`src/rtl/rhs_convert_sequencer_if.sv`:
```
// Start/data handshake between the convert sequencer and rhs_spi_master.
// The sequencer side uses the master modport; the SPI engine uses slave.
interface rhs_convert_sequencer_if;
  logic        spi_start;
  logic [31:0] spi_data_out;
  logic        spi_done;
  logic [31:0] spi_data_in;

  modport master (output spi_start, output spi_data_out,
                  input  spi_done,  input  spi_data_in);
  modport slave  (input  spi_start, input  spi_data_out,
                  output spi_done,  output spi_data_in);
endinterface

```
`src/rtl/rhs_convert_sequencer.sv`:
```
// Sweep scheduler: one CONVERT frame per enabled channel plus two flush frames,
// realigning each returned word with the channel issued two frames earlier.
module rhs_convert_sequencer #(
  parameter int          NUM_CH     = 16,
  parameter int          GAP_CYCLES = 4,
  parameter logic [31:0] DUMMY_CMD  = 32'hC0FF_0000,
  parameter int          TIMEOUT    = 1024
) (
  input  logic                    clk,
  input  logic                    rstn,
  input  logic                    sweep_start,
  input  logic [31:0]             ch_mask,
  rhs_convert_sequencer_if.master spi,
  output logic                    busy,
  output logic                    sample_valid,
  output logic [31:0]             sample_data,
  output logic [5:0]              sample_ch,
  output logic                    sweep_done,
  output logic                    sweep_overrun,
  output logic                    spi_timeout
);

  typedef enum logic [2:0] {IDLE, GAP, ISSUE, WAIT, DONE} state_t;

  localparam logic [31:0] CH_MASK = 32'hFFFF_FFFF >> (32 - NUM_CH);

  state_t      state;
  logic [31:0] pend;
  logic [1:0]  dummies;
  logic [7:0]  gap_cnt;
  logic [15:0] wait_cnt;
  logic [2:0]  tag_vld;
  logic [5:0]  tag_ch [3];
  logic [31:0] accept_mask;
  logic [5:0]  accept_ch;
  logic [5:0]  pend_ch;

  function automatic logic [5:0] lowest(input logic [31:0] m);
    lowest = '0;
    for (int i = 31; i >= 0; i--)
      if (m[i]) lowest = 6'(i);
  endfunction

  function automatic logic [31:0] convert(input logic [5:0] c);
    convert = {10'b0, c, 16'h0000};
  endfunction

  assign accept_mask = ch_mask & CH_MASK;
  assign accept_ch   = lowest(accept_mask);
  assign pend_ch     = lowest(pend);

  // Remaining channels are kept as a bitmask; the lowest set bit is the next CONVERT.
  always_ff @(posedge clk or negedge rstn) begin
    if (!rstn) begin
      state            <= IDLE;
      pend             <= '0;
      dummies          <= '0;
      gap_cnt          <= '0;
      wait_cnt         <= '0;
      tag_vld          <= '0;
      tag_ch[0]        <= '0;
      tag_ch[1]        <= '0;
      tag_ch[2]        <= '0;
      spi.spi_start    <= 1'b0;
      spi.spi_data_out <= '0;
      busy             <= 1'b0;
      sample_valid     <= 1'b0;
      sample_data      <= '0;
      sample_ch        <= '0;
      sweep_done       <= 1'b0;
      sweep_overrun    <= 1'b0;
      spi_timeout      <= 1'b0;
    end else begin
      spi.spi_start <= 1'b0;
      sample_valid  <= 1'b0;
      sweep_done    <= 1'b0;
      if (sweep_start && (state != IDLE || sweep_done))
        sweep_overrun <= 1'b1;
      case (state)
        IDLE: begin
          if (sweep_start && !sweep_done) begin
            if (accept_mask == '0) begin
              sweep_done <= 1'b1;
            end else begin
              pend             <= accept_mask & ~(32'd1 << accept_ch);
              dummies          <= '0;
              busy             <= 1'b1;
              spi.spi_start    <= 1'b1;
              spi.spi_data_out <= convert(accept_ch);
              tag_vld          <= 3'b001;
              tag_ch[0]        <= accept_ch;
              state            <= ISSUE;
            end
          end
        end
        ISSUE: begin
          wait_cnt <= 16'd1;
          state    <= WAIT;
        end
        // The returned word belongs to the frame pushed two issues before this one.
        WAIT: begin
          if (spi.spi_done) begin
            if (tag_vld[2]) begin
              sample_valid <= 1'b1;
              sample_data  <= spi.spi_data_in;
              sample_ch    <= tag_ch[2];
            end
            gap_cnt <= '0;
            if (pend == '0 && dummies == 2'd2) begin
              sweep_done <= 1'b1;
              busy       <= 1'b0;
              state      <= DONE;
            end else begin
              state <= GAP;
            end
          end else if (wait_cnt == 16'(TIMEOUT - 1)) begin
            spi_timeout <= 1'b1;
            busy        <= 1'b0;
            tag_vld     <= '0;
            pend        <= '0;
            state       <= IDLE;
          end else begin
            wait_cnt <= wait_cnt + 16'd1;
          end
        end
        GAP: begin
          if (gap_cnt == 8'(GAP_CYCLES - 1)) begin
            spi.spi_start <= 1'b1;
            state         <= ISSUE;
            tag_vld       <= {tag_vld[1:0], pend != '0};
            tag_ch[2]     <= tag_ch[1];
            tag_ch[1]     <= tag_ch[0];
            tag_ch[0]     <= pend_ch;
            if (pend != '0) begin
              spi.spi_data_out <= convert(pend_ch);
              pend             <= pend & ~(32'd1 << pend_ch);
            end else begin
              spi.spi_data_out <= DUMMY_CMD;
              dummies          <= dummies + 2'd1;
            end
          end else begin
            gap_cnt <= gap_cnt + 8'd1;
          end
        end
        DONE: state <= IDLE;
        default: state <= IDLE;
      endcase
    end
  end

endmodule

```
`src/flat_wrapper.sv`:
```
// flat-port wrapper written by rule: the top's interface ports become plain ports
module rhs_convert_sequencer_flat 
#(
  parameter int          NUM_CH     = 16,
  parameter int          GAP_CYCLES = 4,
  parameter logic [31:0] DUMMY_CMD  = 32'hC0FF_0000,
  parameter int          TIMEOUT    = 1024
)
  (clk, rstn, sweep_start, ch_mask, busy, sample_valid, sample_data, sample_ch, sweep_done, sweep_overrun, spi_timeout, spi_spi_start, spi_spi_data_out, spi_spi_done, spi_spi_data_in);
  rhs_convert_sequencer_if spi_i ();
  input  logic clk;
  input  logic rstn;
  input  logic sweep_start;
  input  logic [31:0] ch_mask;
  output logic busy;
  output logic sample_valid;
  output logic [31:0] sample_data;
  output logic [5:0] sample_ch;
  output logic sweep_done;
  output logic sweep_overrun;
  output logic spi_timeout;
  output wire logic [$bits(spi_i.spi_start)-1:0] spi_spi_start;
  output wire logic [$bits(spi_i.spi_data_out)-1:0] spi_spi_data_out;
  input wire logic [$bits(spi_i.spi_done)-1:0] spi_spi_done;
  input wire logic [$bits(spi_i.spi_data_in)-1:0] spi_spi_data_in;
  assign spi_spi_start = spi_i.spi_start;
  assign spi_spi_data_out = spi_i.spi_data_out;
  assign spi_i.spi_done = spi_spi_done;
  assign spi_i.spi_data_in = spi_spi_data_in;
  rhs_convert_sequencer #(.NUM_CH(NUM_CH), .GAP_CYCLES(GAP_CYCLES), .DUMMY_CMD(DUMMY_CMD), .TIMEOUT(TIMEOUT)) u_core (.clk(clk), .rstn(rstn), .sweep_start(sweep_start), .ch_mask(ch_mask), .spi(spi_i), .busy(busy), .sample_valid(sample_valid), .sample_data(sample_data), .sample_ch(sample_ch), .sweep_done(sweep_done), .sweep_overrun(sweep_overrun), .spi_timeout(spi_timeout));
endmodule
```
`config.mk`:
```
export PLATFORM = sky130hd
export DESIGN_NAME = rhs_convert_sequencer_flat
export DESIGN_NICKNAME = d
export VERILOG_FILES = /design/src/rtl/rhs_convert_sequencer_if.sv /design/src/rtl/rhs_convert_sequencer.sv /design/src/flat_wrapper.sv
export SDC_FILE = /design/constraint.sdc
export NUM_CORES = 1
export LEC_CHECK = 0
export CORE_AREA = 2 2 112 114
export DETAILED_ROUTE_END_ITERATION = 10
export DIE_AREA = 0 0 114 116
export GPL_TIMING_DRIVEN = 0
export PLACE_DENSITY = 0.92
export SETUP_SLACK_MARGIN = 0.3
export SKIP_LAST_GASP = 1
export SYNTH_ARGS = -nofsm -noshare
export SYNTH_HDL_FRONTEND = slang
export SYNTH_SLANG_ARGS = --single-unit
```
`constraint.sdc`:
```
create_clock -name clk -period 6.9 [get_ports clk]
set_input_delay 1.38 -clock clk [delete_from_list [all_inputs] [get_ports clk]]
set_output_delay 1.38 -clock clk [all_outputs]
set_load 0.01 [all_outputs]
```
# Word level (Yosys, flattened, before mapping)
# Cells that the tools add are included.
# classes
add_sub_neg	3
mul	0
n_div	0
order_cmp	0
eq_ne	18
shifts	2
mux	105
bitwise	5
reduce_logical	26
# ops
op	count
2-to-1 mux 32 bit	10
2-to-1 mux 5 bit	32
2-to-1 mux 6 bit	17
case mux 32 bit (3 select lines)	1
logical NOT 32 bit	2
inverter 32 bit	2
case mux 32 bit (2 select lines)	1
bitwise AND 16 x 32 -> 32 bit	1
bitwise AND 32 bit	1
2-to-1 mux 16 bit	2
case mux 16 bit (2 select lines)	1
nonzero test 32 bit	1
left shift 1 x 5 -> 32 bit (first input constant)	1
left shift 1 x 6 -> 32 bit (first input constant)	1
2-to-1 mux 3 bit	10
2-to-1 mux 18 bit	1
adder 16 x 1 -> 16 bit (second input constant)	1
== test 16 x 10 -> 1 bit (second input constant)	1
2-to-1 mux 8 bit	2
case mux 8 bit (2 select lines)	1
2-to-1 mux 1 bit	15
!= test 2 bit (second input constant)	6
case mux 3 bit (4 select lines)	1
case mux 6 bit (2 select lines)	1
other kinds (26)	47
# totals
reg_bits	158
latchBits	0
ram_bits	0
mem_bits_ro	0
inputBits	68
word_cells	177
n_memories	0

# Logic depth before layout (Yosys ltp)
# Gate-level depths: netlist of run 1.
# depth
ltp_word	38
mapped_depth	9
depth_no_buf	7

# Least setup slack after synthesis of run 1
# No wires, ideal clock.
# synth_timing
kind	in2reg
startpoint	input ch_mask[8]
endpoint	register u_core.pend[7]
setup_ns	0.126
t_arrival_ns	3.258
path_slack_ns	3.516
cell_stages	6
cell_sequence	or4_1 > o221a_2 > o21a_1 > a2111oi_1 > a21oi_1 > a221o_1
# synth_between
elab_chain_len	15
word_cells_on_any_way	18
cone_classes	1 x eq/ne; 1 x shift; 12 x mux; 2 x bitwise; 2 x reduce/logical
# synth_rtl
item	line_no	source
start: declaration	flat_wrapper.sv:14	input logic [31:0] ch_mask;
2-to-1 mux 6 bit (9 in series)	rhs_convert_sequencer.sv:41	if (m[i]) lowest = 6'(i);
left shift 1 x 6 -> 32 bit	rhs_convert_sequencer.sv:85	pend <= accept_mask & ~(32'd1 << accept_ch);
inverter 32 bit	rhs_convert_sequencer.sv:85	
bitwise AND 16 x 32 -> 32 bit	rhs_convert_sequencer.sv:85	
2-to-1 mux 32 bit	rhs_convert_sequencer.sv:82	if (accept_mask == '0) begin
2-to-1 mux 32 bit	rhs_convert_sequencer.sv:81	if (sweep_start && !sweep_done) begin
case mux 32 bit (3 select lines)	rhs_convert_sequencer.sv:79	case (state)
end signal: assignment	rhs_convert_sequencer.sv:85	
end signal: assignment	rhs_convert_sequencer.sv:136	pend <= pend & ~(32'd1 << pend_ch);
end: declaration	rhs_convert_sequencer.sv:28	logic [31:0] pend;
# Parallel ways exist; a longest one is shown, timed or not. The select of a mux whose other input is x is not followed.
# A chain may end at the register's enable or synchronous reset.

# Final worst setup path of run 1
# layout_timing
startpoint	input ch_mask[6]
endpoint	register u_core.pend[17]
# layout_between
elab_chain_len	13
word_cells_on_any_way	16
cone_classes	1 x eq/ne; 1 x shift; 10 x mux; 2 x bitwise; 2 x reduce/logical
# layout_rtl
item	line_no
2-to-1 mux 6 bit (7 in series)	rhs_convert_sequencer.sv:41
left shift 1 x 6 -> 32 bit	rhs_convert_sequencer.sv:85
inverter 32 bit	rhs_convert_sequencer.sv:85
bitwise AND 16 x 32 -> 32 bit	rhs_convert_sequencer.sv:85
2-to-1 mux 32 bit	rhs_convert_sequencer.sv:82
2-to-1 mux 32 bit	rhs_convert_sequencer.sv:81
case mux 32 bit (3 select lines)	rhs_convert_sequencer.sv:79
# Parallel ways exist; a longest one is shown, timed or not. The select of a mux whose other input is x is not followed.

==> metrics.md, run 1 <==
| Metric | Value |
|---|---|
| Status | `finished clean` |
| Worst path slowest cell | `nor4_1` |
| Vias in the first global route | `5552` |
| Clk buf depth | `2` |
| Share of Yosys cell area claimed by the top area cell type | `49.4%` |
| Worst setup margin | `2860 ps` |
| Crit. Startpoint | `ch_mask[6]` |
| Sw Ratio | `21.6%` |
| Yosys cell types | `68` |
| IO Count | `144` |
| Ys async rst share | `100%` |
| Multiplexer share of the synthesized area | `6.75%` |
| CTS Hold Bufs | `0` |
| Period utilization | `58.6%` |
| CTS Sinks | `128` |
| Clk_lat worst skew | `410 ps` |
| R2R depth | `8` |
| Sw power | `365 µW` |
| Buf+Inv Stages, Crit Path | `2` |
| TritonCTS clock tree | `done` |
| Global route total overflow | `0` |
| Hold Path Origin | `u_core.tag_ch[16]$_DFFE_PN0P_` |
| Max-slew headroom | `38.1%` |
| Most frequent cell after synthesis | `dfrtp_1` |
| Synth area leader | `dfrtp_1` |
| Worst-path clk slew | `50 ps` |
| Leak | `3.91 nW` |
| CTS Root Cell | `clkbuf_16` |
| Worst endpoint required time | `7250 ps` |
| Register share of total power | `44.4%` |
| Die H | `116 µm` |
| DR top layer | `met4` |
| Largest family of logic cells by synthesized area | `simple AND/OR/NAND/NOR gates` |
| Clock power share | `50.7%` |
| Measured slew at the worst slew-check pin | `921 ps` |
| Gr usage total | `27.3%` |
| Area grow syn2layout | `28.9%` |
| Initial antenna violation count | `0` |
| RR Startpoint | `u_core.state[2]$_DFFE_PN0P_` |
| Layout cells sized above 1 | `14.5%` |
| Slew Limit Fails | `0` |
| Drt pass-1 iters | `7` |
| Met1 Wirelength | `6800 µm` |
| Syn Std Cell Area | `6490 µm²` |
| Nature of the critical path startpoint | `input port` |
| Die width | `114 µm` |
| Gate Count Post-Synth | `651` |
| Maximum vdd ir drop | `0.169 mV` |
| Crit end category | `register` |
| CP delay by family, top | `simple AND/OR/NAND/NOR gates` |
| Post-synth top flop | `dfrtp_1` |
| Num CTS Buffers | `17` |
| Total number of vias | `5829` |
| YS warnings | `0` |
| Post-route cell area | `8360 µm²` |
| Synth cell count leaders | `dfrtp_1 (128), nand2_1 (81), nor2_1 (60)` |
| Post-CTS setup buffers | `0` |
| Resized Gates After CTS | `0` |
| Hold Crit Depth | `2` |
| Core box area | `11900 µm²` |
| Number of synthesized flops with an enable pin | `0` |
| Flops & latches, synth | `128` |
| DP Area | `7800 µm²` |
| Crit-path cells | `clkdlybuf4s50_1 -> nor4_1 -> and4_1 -> o21ai_4 -> o21ai_1 -> clkbuf_1 -> o311a_1` |
| Initial Util | `54.5%` |
| H-tree Lvls | `4` |
| Critical path type | `in -> reg` |
| Hold Vio Cnt, Final | `0` |
| Post-Route WL | `17400 µm` |
| DR DRC count | `0` |
| DR iter-0 viols | `606` |
| Setup slack at placement | `2570 ps` |
| Min-delay worst type | `reg -> reg` |
| Fmax | `247 MHz` |
| MaxCap Viol Count | `0` |
| WL per Instance | `18.2 µm` |
| Full die area | `13200 µm²` |
| Routability-driven placement congestion ratio | `0.956` |
| Post-Synth XOR/XNOR Area | `2.57%` |
| Setup_tns | `0 ps` |
| Via density | `6.12` |
| CP Data Arrival Time | `4390 ps` |
| WL met2 | `8430 µm` |
| Min Tclk post-route | `4040 ps` |
| Core Rows | `40` |
| N_diodes | `0` |
| Crit path max fanout | `10` |
| Largest net degree at the start of global routing | `67` |
| Pwr Density | `202 nW/µm²` |
| Global-route wire length before repair | `28200 µm` |
| Met3 Wirelength | `1570 µm` |
| HPWL Detailed | `11800 µm` |
| Area contributors post-synth | `dfrtp_1 (49%), mux2_2 (6.6%), nand2_1 (4.7%), nor2_1 (3.5%), buf_4 (3.1%)` |
| Synthesized area per cell | `9.96 µm²` |
| I/O Buffers | `102` |
| Comb pwr share | `4.9%` |
| Setup violations, final | `0` |
| Final nets | `866` |
| RSZ-0062 raised after global routing | `false` |
| Worst Skew | `5.35 ps` |
| Post-route ant nets | `0` |
| Synth Area in Adders | `0.579%` |
| Simple-gate area share of the yosys netlist | `19.9%` |
| Worst path depth | `7` |
| Synth Area in Compound Gates | `15.1%` |
| Pint | `1.33 mW` |
| CP max stage delay | `750 ps` |
| Layout Utilization | `70.2%` |
| Hold WS | `472 ps` |
| Sequential area share after synthesis | `49.4%` |
[logic make-up after synthesis]
group                    Yosys count
buffers and inverters             68
multiplexers                      39
XOR/XNOR                          19
adder cells (fa/ha/maj)            3
AND/OR/NAND/NOR                  260
AO/OA/AOI/OAI                    133
flip-flops                       128
other                              1
[worst min-delay path: stages, from the launching register on]
cell and delay, ps:
dfrtp_1 340, nand2_1 50, nand2_1 50
[registers in the layout, indices dropped and copies added (netlist names), 2 cells and up]
name                     cells
u_core.sample_data          32
u_core.state                 3
u_core.spi.spi_data_out      6
u_core.tag_ch               15
u_core.tag_vld               3
u_core.sample_ch             5
u_core.wait_cnt             16
u_core.dummies               2
u_core.pend                 32
u_core.gap_cnt               8
[layer usage]
metal	GRT usage (%)	vias up
met5	0	-
met4	12.6	0
met3	6.28	56
met2	45.0	372
met1	34.4	2801
li1	-	2600
[per-stage QoR]
step | std cells | total power [mW]
2_1_floorplan | 673 | 0.792
3_3_place_gp | 922 | 0.842
3_5_place_dp | 923 | 0.846
4_1_cts | 953 | 1.70
5_1_grt | 953 | 1.74
6_report | 953 | 1.69
[power groups by stage]
stage | clock, mW | combinational, mW | sequential (mW)
global route | 0.901 | 0.0900 | 0.751
global placement | 0 | 0.0777 | 0.765
detailed placement | 0 | 0.0812 | 0.764
finish | 0.858 | 0.0826 | 0.751
CTS | 0.864 | 0.0821 | 0.751
floorplan | 0 | 0.0273 | 0.765
[cell usage in the layout, fill, tap and decap left out, types with 4 or more instances in the layout]
cell / Yosys / layout
dfrtp_1: 128 / 128
clkdlybuf4s50_1: 0 / 101
nand2_1: 81 / 81
nor2_1: 60 / 60
mux2_2: 38 / 38
buf_4: 27 / 27
o21ai_0: 25 / 25
clkbuf_1: 22 / 24
nand3_1: 24 / 24
conb_1: 1 / 23
a21oi_1: 19 / 19
clkbuf_16: 0 / 17
inv_1: 16 / 16
nor4_1: 15 / 15
o211a_1: 13 / 13
xnor2_1: 12 / 12
nor3_1: 10 / 10
and3_1: 9 / 9
nand2b_1: 9 / 9
a31o_2: 9 / 9
nand4_1: 8 / 8
or3_1: 8 / 8
a31oi_1: 7 / 7
xor2_1: 7 / 7
nor2b_1: 6 / 6
o311a_1: 6 / 6
and2_1: 6 / 6
a211oi_1: 6 / 6
o22ai_1: 5 / 5
nor3b_1: 5 / 5
a221o_1: 4 / 4
clkinv_2: 0 / 4
[cell type report]
class                      count  area (µm²)
timing repair buffer         103        1050
clock buffer                  20         447
clock inverter                10         114
sequential                   128        3200
multi-input combinational    477        3000
tap                          147         184
buffer                        52         305
inverter                      16        60.1
fill                         820        3550
[final timing paths]
check,to,slack [ps]
max in group asynchronous,u_core.wait_cnt[13]$_DFFE_PN0P_,5240
min,u_core.tag_ch[10]$_DFFE_PN0P_,470
max reg2reg,u_core.pend[17]$_DFFE_PN0P_,3810
min in group asynchronous,u_core.pend[29]$_DFFE_PN0P_,950
min reg2reg,u_core.tag_ch[10]$_DFFE_PN0P_,470
max,u_core.pend[17]$_DFFE_PN0P_,2860
Note: power is estimated with default switching activity, not from simulation.
==> inputs of run 2 (changes only) <==
--- a/config.mk
+++ b/config.mk
@@ -5,11 +5,11 @@
 export SDC_FILE = /design/constraint.sdc
 export NUM_CORES = 1
 export LEC_CHECK = 0
-export CORE_AREA = 2 2 112 114
+export CORE_AREA = 2 2 116 118
 export DETAILED_ROUTE_END_ITERATION = 10
-export DIE_AREA = 0 0 114 116
+export DIE_AREA = 0 0 118 120
 export GPL_TIMING_DRIVEN = 0
-export PLACE_DENSITY = 0.92
+export PLACE_DENSITY = 0.87
 export SETUP_SLACK_MARGIN = 0.3
 export SKIP_LAST_GASP = 1
 export SYNTH_ARGS = -nofsm -noshare
==> constraint.sdc (replaced) <==
create_clock -name clk -period 4.2 [get_ports clk]
set_input_delay 0.84 -clock clk [delete_from_list [all_inputs] [get_ports clk]]
set_output_delay 0.84 -clock clk [all_outputs]
set_load 0.01 [all_outputs]
==> metrics.md, run 2 (synthesized netlist as in run 1, its figures left out) <==
| Metric | Value |
|---|---|
| Crit-path cells | `clkdlybuf4s50_1 -> or4_1 -> o221a_2 -> o21a_1 -> a2111oi_1 -> a21oi_1 -> a221o_1` |
| Post-route ant nets | `0` |
| HPWL Detailed | `11500 µm` |
| Drt pass-1 iters | `5` |
| Clk_lat worst skew | `420 ps` |
| Core box area | `13000 µm²` |
| Fmax | `292 MHz` |
| Max-slew headroom | `35.2%` |
| Setup_tns | `0 ps` |
| Initial Util | `50.0%` |
| Worst-path clk slew | `60 ps` |
| Resized Gates After CTS | `0` |
| Most frequent cells in the layout | `dfrtp_1 (128), clkdlybuf4s50_1 (101), nand2_1 (81)` |
| Worst setup margin | `780 ps` |
| N_diodes | `0` |
| Full die area | `14200 µm²` |
| Gr usage total | `24.0%` |
| CP delay by family, top | `compound AO/OA/AOI/OAI gates` |
| Sw power | `595 µW` |
| Post-Route WL | `16500 µm` |
| Num CTS Buffers | `17` |
| Vias in the first global route | `5365` |
| Die width | `118 µm` |
| Critical path type | `in -> reg` |
| Biggest regs | `u_core.pend: 32 flops, u_core.sample_data: 32 flops, u_core.wait_cnt: 16 flops` |
| Comb pwr share | `4.9%` |
| Period utilization | `81.4%` |
| Crit end category | `register` |
| Core Rows | `42` |
| Nature of the critical path startpoint | `input port` |
| Area grow syn2layout | `29.5%` |
| Commonest non-fill, non-tap cell in the layout | `dfrtp_1` |
| Measured slew at the worst slew-check pin | `964 ps` |
| CTS Hold Bufs | `0` |
| Global-route wire length before repair | `27200 µm` |
| CP max stage delay | `820 ps` |
| Clock power share | `50.2%` |
| Setup slack at placement | `400 ps` |
| Die H | `120 µm` |
| Hold WS | `392 ps` |
| Pint | `2.15 mW` |
| Leak | `3.90 nW` |
| Largest net degree at the start of global routing | `66` |
| H-tree Lvls | `4` |
| CP Data Arrival Time | `3720 ps` |
| Clk buf depth | `2` |
| Worst Skew | `5.78 ps` |
| CTS Root Cell | `clkbuf_16` |
| TritonCTS clock tree | `done` |
| FILL cells | `1014` |
| DR DRC count | `0` |
| Maximum vdd ir drop | `0.273 mV` |
| DR iter-0 viols | `614` |
| Register share of total power | `44.9%` |
| Min Tclk post-route | `3420 ps` |
| Layout cells sized above 1 | `14.6%` |
| I/O Buffers | `102` |
| Min-delay worst type | `in -> async` |
| Worst path slowest cell | `a2111oi_1` |
| CTS Sinks | `128` |
| RSZ-0062 raised after global routing | `false` |
| Post-CTS setup buffers | `0` |
| IO Count | `144` |
| Pwr Density | `327 nW/µm²` |
| MaxCap Viol Count | `0` |
| Slew Limit Fails | `0` |
| Worst R2R Setup Slack | `1110 ps` |
| Final nets | `866` |
| Sw Ratio | `21.6%` |
| Tot Pwr | `2.75 mW` |
| Worst endpoint required time | `4500 ps` |
| Total number of vias | `5675` |
| Via density | `5.77` |
| Buf+Inv Stages, Crit Path | `1` |
| Status | `finished clean` |
| Routability-driven placement congestion ratio | `0.894` |
| Crit path max fanout | `6` |
| Setup violations, final | `0` |
| WL per Instance | `16.7 µm` |
| Global route total overflow | `0` |
| Hold Vio Cnt, Final | `0` |
| Initial antenna violation count | `0` |
-- run 2: through the flow --
stage / area [µm²] / instances / util, %
after floorplan: 6570 / 673 / -
after global placement: 7810 / 951 / 60.2
after detailed placement: 7840 / 952 / 60.4
after CTS: 8400 / 983 / 64.7
after global routing: 8400 / 983 / 64.7
final: 8400 / 983 / 64.7
-- run 2: cell type report --
class | count | area (µm²) | area share [%]
Buffer | 52 | 305 | 3.64
Clock buffer | 22 | 474 | 5.65
Clock inverter | 9 | 83.8 | 0.998
Inverter | 16 | 60.1 | 0.715
Multi-Input combinational cell | 477 | 3000 | 35.7
Sequential cell | 128 | 3200 | 38.1
Tap cell | 176 | 220 | 2.62
Timing Repair Buffer | 103 | 1050 | 12.5
-- run 2: path summary, 6_finish.rpt --
path                                               from                                  to  cells after the start
min in group clk           u_core.tag_ch[7]$_DFFE_PN0P_        u_core.tag_ch[1]$_DFFE_PN0P_                      2
min                                                rstn  u_core.sample_data[15]$_DFFE_PN0P_                      1
max in group asynchronous                          rstn         u_core.pend[30]$_DFFE_PN0P_                      2
max                                          ch_mask[8]          u_core.pend[7]$_DFFE_PN0P_                      7
min reg2reg                u_core.tag_ch[7]$_DFFE_PN0P_        u_core.tag_ch[1]$_DFFE_PN0P_                      2
max reg2reg                 u_core.state[2]$_DFFE_PN0P_         u_core.pend[17]$_DFFE_PN0P_                      8
-- run 2: power by group through the flow --
stage | logic [mW] | registers [mW] | clock network [mW]
after floorplan | 0.0449 | 1.26 | 0
after global placement | 0.127 | 1.26 | 0
after detailed placement | 0.133 | 1.26 | 0
after CTS | 0.134 | 1.23 | 1.40
after global routing | 0.147 | 1.23 | 1.45
final | 0.134 | 1.23 | 1.38
-- run 2: routing by layer --
| layer | GRT usage (%) | share of wire, % |
|---|---|---|
| met5 | 0 | 0 |
| met4 | 8.28 | 2.2 |
| met3 | 5.42 | 7.9 |
| met2 | 38.1 | 47 |
| met1 | 32.6 | 43 |
-- run 2: worst reg2reg max path, delay by kind of cell, from the launching register on --
kind | cells | cell delay (ps)
and+or+nand+nor | 4 | 1690
DFF | 1 | 460
AOI/OAI and AO/OA | 2 | 440
buffers and inverters | 2 | 390
==> RTL change 1, RTL diff (settings of run 2) <==
The 5 states of `state_t` get a one-hot encoding in 5 bits.
--- a/src/rtl/rhs_convert_sequencer.sv
+++ b/src/rtl/rhs_convert_sequencer.sv
@@ -20,7 +20,7 @@
   output logic                    spi_timeout
 );
 
-  typedef enum logic [2:0] {IDLE, GAP, ISSUE, WAIT, DONE} state_t;
+  typedef enum logic [4:0] {IDLE = 5'b00001, GAP = 5'b00010, ISSUE = 5'b00100, WAIT = 5'b01000, DONE = 5'b10000} state_t;
 
   localparam logic [31:0] CH_MASK = 32'hFFFF_FFFF >> (32 - NUM_CH);
 
Behaviour: same outputs for any inputs over 4 cycles, from zero or initial values and one cycle with rstn low; so few cycles prove little.
==> RTL change 1 against run 2 <==
- core utilization rose by 1.7 points
- sequential share of layout area is 0.39 points lower
- highest routed layer unchanged
- via count up 2.2%
- sequential cell count rose by 2
- area after synthesis increased by 3.3%
- critical path type unchanged
- setup slack better by 0.31 ns
- worst hold slack barely moved
- wire length up 3.1%
- cell area increased by 2.7%
- critical endpoint is now u_core.pend[8]$_DFFE_PN0P_
- first-iteration DRC count rose by 9.4%
- register-to-register slack better by 0.28 ns
Power is not compared: it rests on default switching activity, and its combinational part moved more than twofold at a synthesized area within 25%.
==> RTL change 1: results (changes against run 2) <==
The number of I/O port buffers is 104 (was 102). The worst-case setup slack after placement came out at 0.713 ns (was 0.400 ns). The largest driver fanout on the critical path is 10 (was 6). The aggregate global-route resource usage came out at 0.245 (was 0.240). The maximum number of pins on one net before global-route repair is 69 (was 66). Leading post-synthesis cells by instance count: 129 x sky130_fd_sc_hd__dfrtp_1, 101 x sky130_fd_sc_hd__nand2_1, 67 x sky130_fd_sc_hd__nor2_1 (was 128 x sky130_fd_sc_hd__dfrtp_1, 81 x sky130_fd_sc_hd__nand2_1, 60 x sky130_fd_sc_hd__nor2_1). The delay of the slowest cell on the worst path came out at 0.52 ns (was 0.82 ns). The fraction of layout instances using a drive strength above 1 is 0.133 (was 0.146). The global-route track usage on met3 is 0.0547 (was 0.0542).

The portion of the post-synthesis area used by sequential elements came to 0.486 (was 0.494). Outcome: complete, no violations (unchanged). The global routing usage on met1 was 0.316 (was 0.326). The sum of net half-perimeters after detailed placement came to 11900 microns (was 11500 microns). The first-pass GRT wire length is 27900 microns (was 27200 microns).

Main area contributors after synthesis: sky130_fd_sc_hd__dfrtp_1 48%, sky130_fd_sc_hd__nand2_1 5.7%, sky130_fd_sc_hd__nor2_1 3.8% (was sky130_fd_sc_hd__dfrtp_1 49%, sky130_fd_sc_hd__mux2_2 6.6%, sky130_fd_sc_hd__nand2_1 4.7%). The final hold slack is 0.392 ns (about the same). The wire length reported by the detailed router came out at 17000 microns (was 16500 microns). The number of cells on the worst reg-to-reg path was 7 (was 8). The cell count after synthesis came out at 693 (was 651). The worst reg2reg path endpoint is u_core.pend[8]$_DFFE_PN0P_ (was u_core.pend[17]$_DFFE_PN0P_). The DRC violation total after the first TritonRoute iteration is 672 (was 614). The final non-filler cell total is 1026 (was 983). The total vias in the final route is 5800 (was 5675). The first-pass detailed-route iteration total is 6 (was 5). The critical-path cell with the highest stage delay is sky130_fd_sc_hd__nor4_1 (was sky130_fd_sc_hd__a2111oi_1). The top cell family by delay on the critical path is simple AND/OR/NAND/NOR gates (was compound AO/OA/AOI/OAI gates).

The met1 layer wirelength in the final routing came out at 7080 microns (was 7020 microns). The launching point of the worst reg2reg path is u_core.pend[31]$_DFFE_PN0P_ (was u_core.state[2]$_DFFE_PN0P_). The number of distinct library cell variants in the gate-level netlist after synthesis came out at 74 (was 68). The global-route track usage on met2 was 0.412 (was 0.381). The reg-to-reg setup timing slack came out at 1.39 ns (was 1.11 ns). The worst clock skew is 0.00510 ns (was 0.00578 ns).

The detailed-routed wire length on met2 is 8180 microns (was 7770 microns). The actual transition at the worst max-transition pin is 0.779 ns (was 0.964 ns). The via count of the first global-routing pass came to 5606 (was 5365). The number of fillers in the final layout came out at 1051 (was 1014).
RTL change 1: worst max path at each step:
stage,slack [ns],endpoint,cells past startpoint
floorplan,1.73,u_core.pend[8]$_DFFE_PN0P_,8
global placement,-2.67,u_core.sample_data[16]$_DFFE_PN0P_,1
detailed placement,0.71,u_core.pend[8]$_DFFE_PN0P_,9
CTS,1.13,u_core.pend[8]$_DFFE_PN0P_,9
global route,0.84,u_core.pend[10]$_DFFE_PN0P_,9
finish,1.09,u_core.pend[8]$_DFFE_PN0P_,9
RTL change 1: cell families (layout without fill, tap and decap cells):
logic type	count (synthesis)	after routing	share of synthesized area
adders and majority gates	3	3	0.00560
muxes	37	37	0.0622
buffers and inverters	78	213	0.0683
DFF	130	130	0.486
AOI/OAI and AO/OA	147	147	0.144
and+or+nand+nor	281	281	0.213
xor gates and xnor gates	16	16	0.0209
other	1	23	0.000559
RTL change 1: power groups by stage:
stage	registers (W)	clock network (W)	logic (W)
floorplan	0.00158	0	0.00111
global placement	0.00163	0	0.00153
CTS	0.00161	0.00137	0.00158
global route	0.00164	0.00143	0.00176
finish	0.00162	0.00137	0.00162
detailed placement	0.00163	0	0.00156
RTL change 1: layout make-up:
cell class	instances	area, sq um	share of cell area
Multi-Input combinational cell	507	3070	0.357
Buffer	51	357	0.0414
Clock buffer	21	460	0.0534
Tap cell	176	220	0.0255
Inverter	27	101	0.0118
Clock inverter	9	83.8	0.00973
Timing Repair Buffer	105	1070	0.124
Sequential cell	130	3250	0.378
RTL change 1: worst reg2reg max path, delay by kind of cell (launching register included):
family,cells,cell delay (ns)
flops,1,0.41
compound gates,4,1.74
simple gates,3,0.54
==> RTL change 2, RTL diff (config.mk and constraints of run 2) <==
Made on the original files. `TIMEOUT` is set to 1024 in 2 places; all go to 512.
--- a/src/rtl/rhs_convert_sequencer.sv
+++ b/src/rtl/rhs_convert_sequencer.sv
@@ -4,7 +4,7 @@
   parameter int          NUM_CH     = 16,
   parameter int          GAP_CYCLES = 4,
   parameter logic [31:0] DUMMY_CMD  = 32'hC0FF_0000,
-  parameter int          TIMEOUT    = 1024
+  parameter int          TIMEOUT    = 512
 ) (
   input  logic                    clk,
   input  logic                    rstn,
--- a/src/flat_wrapper.sv
+++ b/src/flat_wrapper.sv
@@ -4,7 +4,7 @@
   parameter int          NUM_CH     = 16,
   parameter int          GAP_CYCLES = 4,
   parameter logic [31:0] DUMMY_CMD  = 32'hC0FF_0000,
-  parameter int          TIMEOUT    = 1024
+  parameter int          TIMEOUT    = 512
 )
   (clk, rstn, sweep_start, ch_mask, busy, sample_valid, sample_data, sample_ch, sweep_done, sweep_overrun, spi_timeout, spi_spi_start, spi_spi_data_out, spi_spi_done, spi_spi_data_in);
   rhs_convert_sequencer_if spi_i ();
Check against the original RTL: no difference found for any inputs over 4 cycles, from zero or initial values and one cycle with rstn low; that may be too few to reach the edited logic, so the function may still have changed.
==> RTL change 2 against run 2 <==
- setup slack lost 0.31 ns
- area after synthesis is 0.25% lower
- die area unchanged
- clock skew up 0.0045 ns
- cell count increased by 0.61%
- global-route usage up 1.8 points
- wire length rose by 7.3%
- sequential cell count is the same
- fmax shrank 8.3%
- register-to-register slack worse by 0.27 ns
- count of clock-buffer cells in the layout rose by 2
- cell area grew 1.1%
- critical path type unchanged
- critical endpoint is now u_core.pend[4]$_DFFE_PN0P_
- highest routed layer unchanged
Power is not compared: it rests on default switching activity, and its combinational part moved more than twofold at a synthesized area within 25%.
==> RTL change 2: results (changes against run 2) <==
The fraction of standard cell area in multi-input logic is 0.353 (was 0.357). The largest driver fanout on the critical path was 10 (was 6). The first-pass detailed-route iteration total came out at 6 (was 5). The met3 routed wirelength came to 1380 microns (was 1310 microns). The critical-path cell with the highest stage delay is sky130_fd_sc_hd__o41ai_1 (was sky130_fd_sc_hd__a2111oi_1). The delay of the slowest cell on the worst path came out at 0.74 ns (was 0.82 ns). The routed length per placed instance is 17.9 microns (was 16.7 microns).

The number of cells on the worst reg-to-reg path came out at 7 (was 8). The first-pass GRT wire length is 29000 microns (was 27200 microns). The number of nets in the layout is 871 (was 866). The placed cell area is 7830 sq um (was 7840 sq um). The aggregate global-route resource usage is 0.258 (was 0.240).

Outcome: complete, no violations (unchanged). The via count of the first global-routing pass is 5641 (was 5365). The capturing element of the worst setup path is u_core.pend[4]$_DFFE_PN0P_ (was u_core.pend[7]$_DFFE_PN0P_).

The portion of the layout cell area used by clock cells came out at 0.0772 (was 0.0665). The number of sequential cells in the layout is 128 (unchanged). The routability congestion estimate is 0.900 (was 0.894). The global-route track usage on met2 came out at 0.440 (was 0.381). The portion of the post-synthesis area used by sequential elements came to 0.495 (was 0.494). The worst-case setup slack after placement is 0.173 ns (was 0.400 ns). The startpoint of the most critical setup path is ch_mask[3] (was ch_mask[8]). Leading post-synthesis cells by instance count: 128 x sky130_fd_sc_hd__dfrtp_1, 89 x sky130_fd_sc_hd__nand2_1, 62 x sky130_fd_sc_hd__nor2_1 (was 128 x sky130_fd_sc_hd__dfrtp_1, 81 x sky130_fd_sc_hd__nand2_1, 60 x sky130_fd_sc_hd__nor2_1).

The maximum number of pins on one net before global-route repair is 92 (was 66). The multi-input logic cell count came out at 482 (was 477). The final hold slack came to 0.318 ns (was 0.392 ns). The detailed-routed wire length on met2 was 8830 microns (was 7770 microns).

The final non-filler cell total is 989 (was 983). The fraction of area in registers is 0.377 (was 0.381).
-- RTL change 2: changes by cell type in the layout (fill, tap and decap cells not counted), moves of 5 or more --
cell,before,now
sky130_fd_sc_hd__nand2_1,81,89
sky130_fd_sc_hd__nand2b_1,9,4
sky130_fd_sc_hd__a31o_2,9,2
sky130_fd_sc_hd__o311ai_0,3,8
sky130_fd_sc_hd__or4_1,3,13
sky130_fd_sc_hd__a211oi_1,6,1
sky130_fd_sc_hd__o21ai_0,25,19
-- RTL change 2: logic make-up (layout without fill, tap and decap cells) --
logic type	Yosys count	in the layout	synth area share
compound gates	127	127	0.146
simple gates	272	272	0.205
xor+xnor	17	17	0.0230
fa+ha+maj	3	3	0.00580
other cells	1	23	0.000580
flops	128	128	0.495
buf+inv	67	203	0.0549
mux	40	40	0.0694
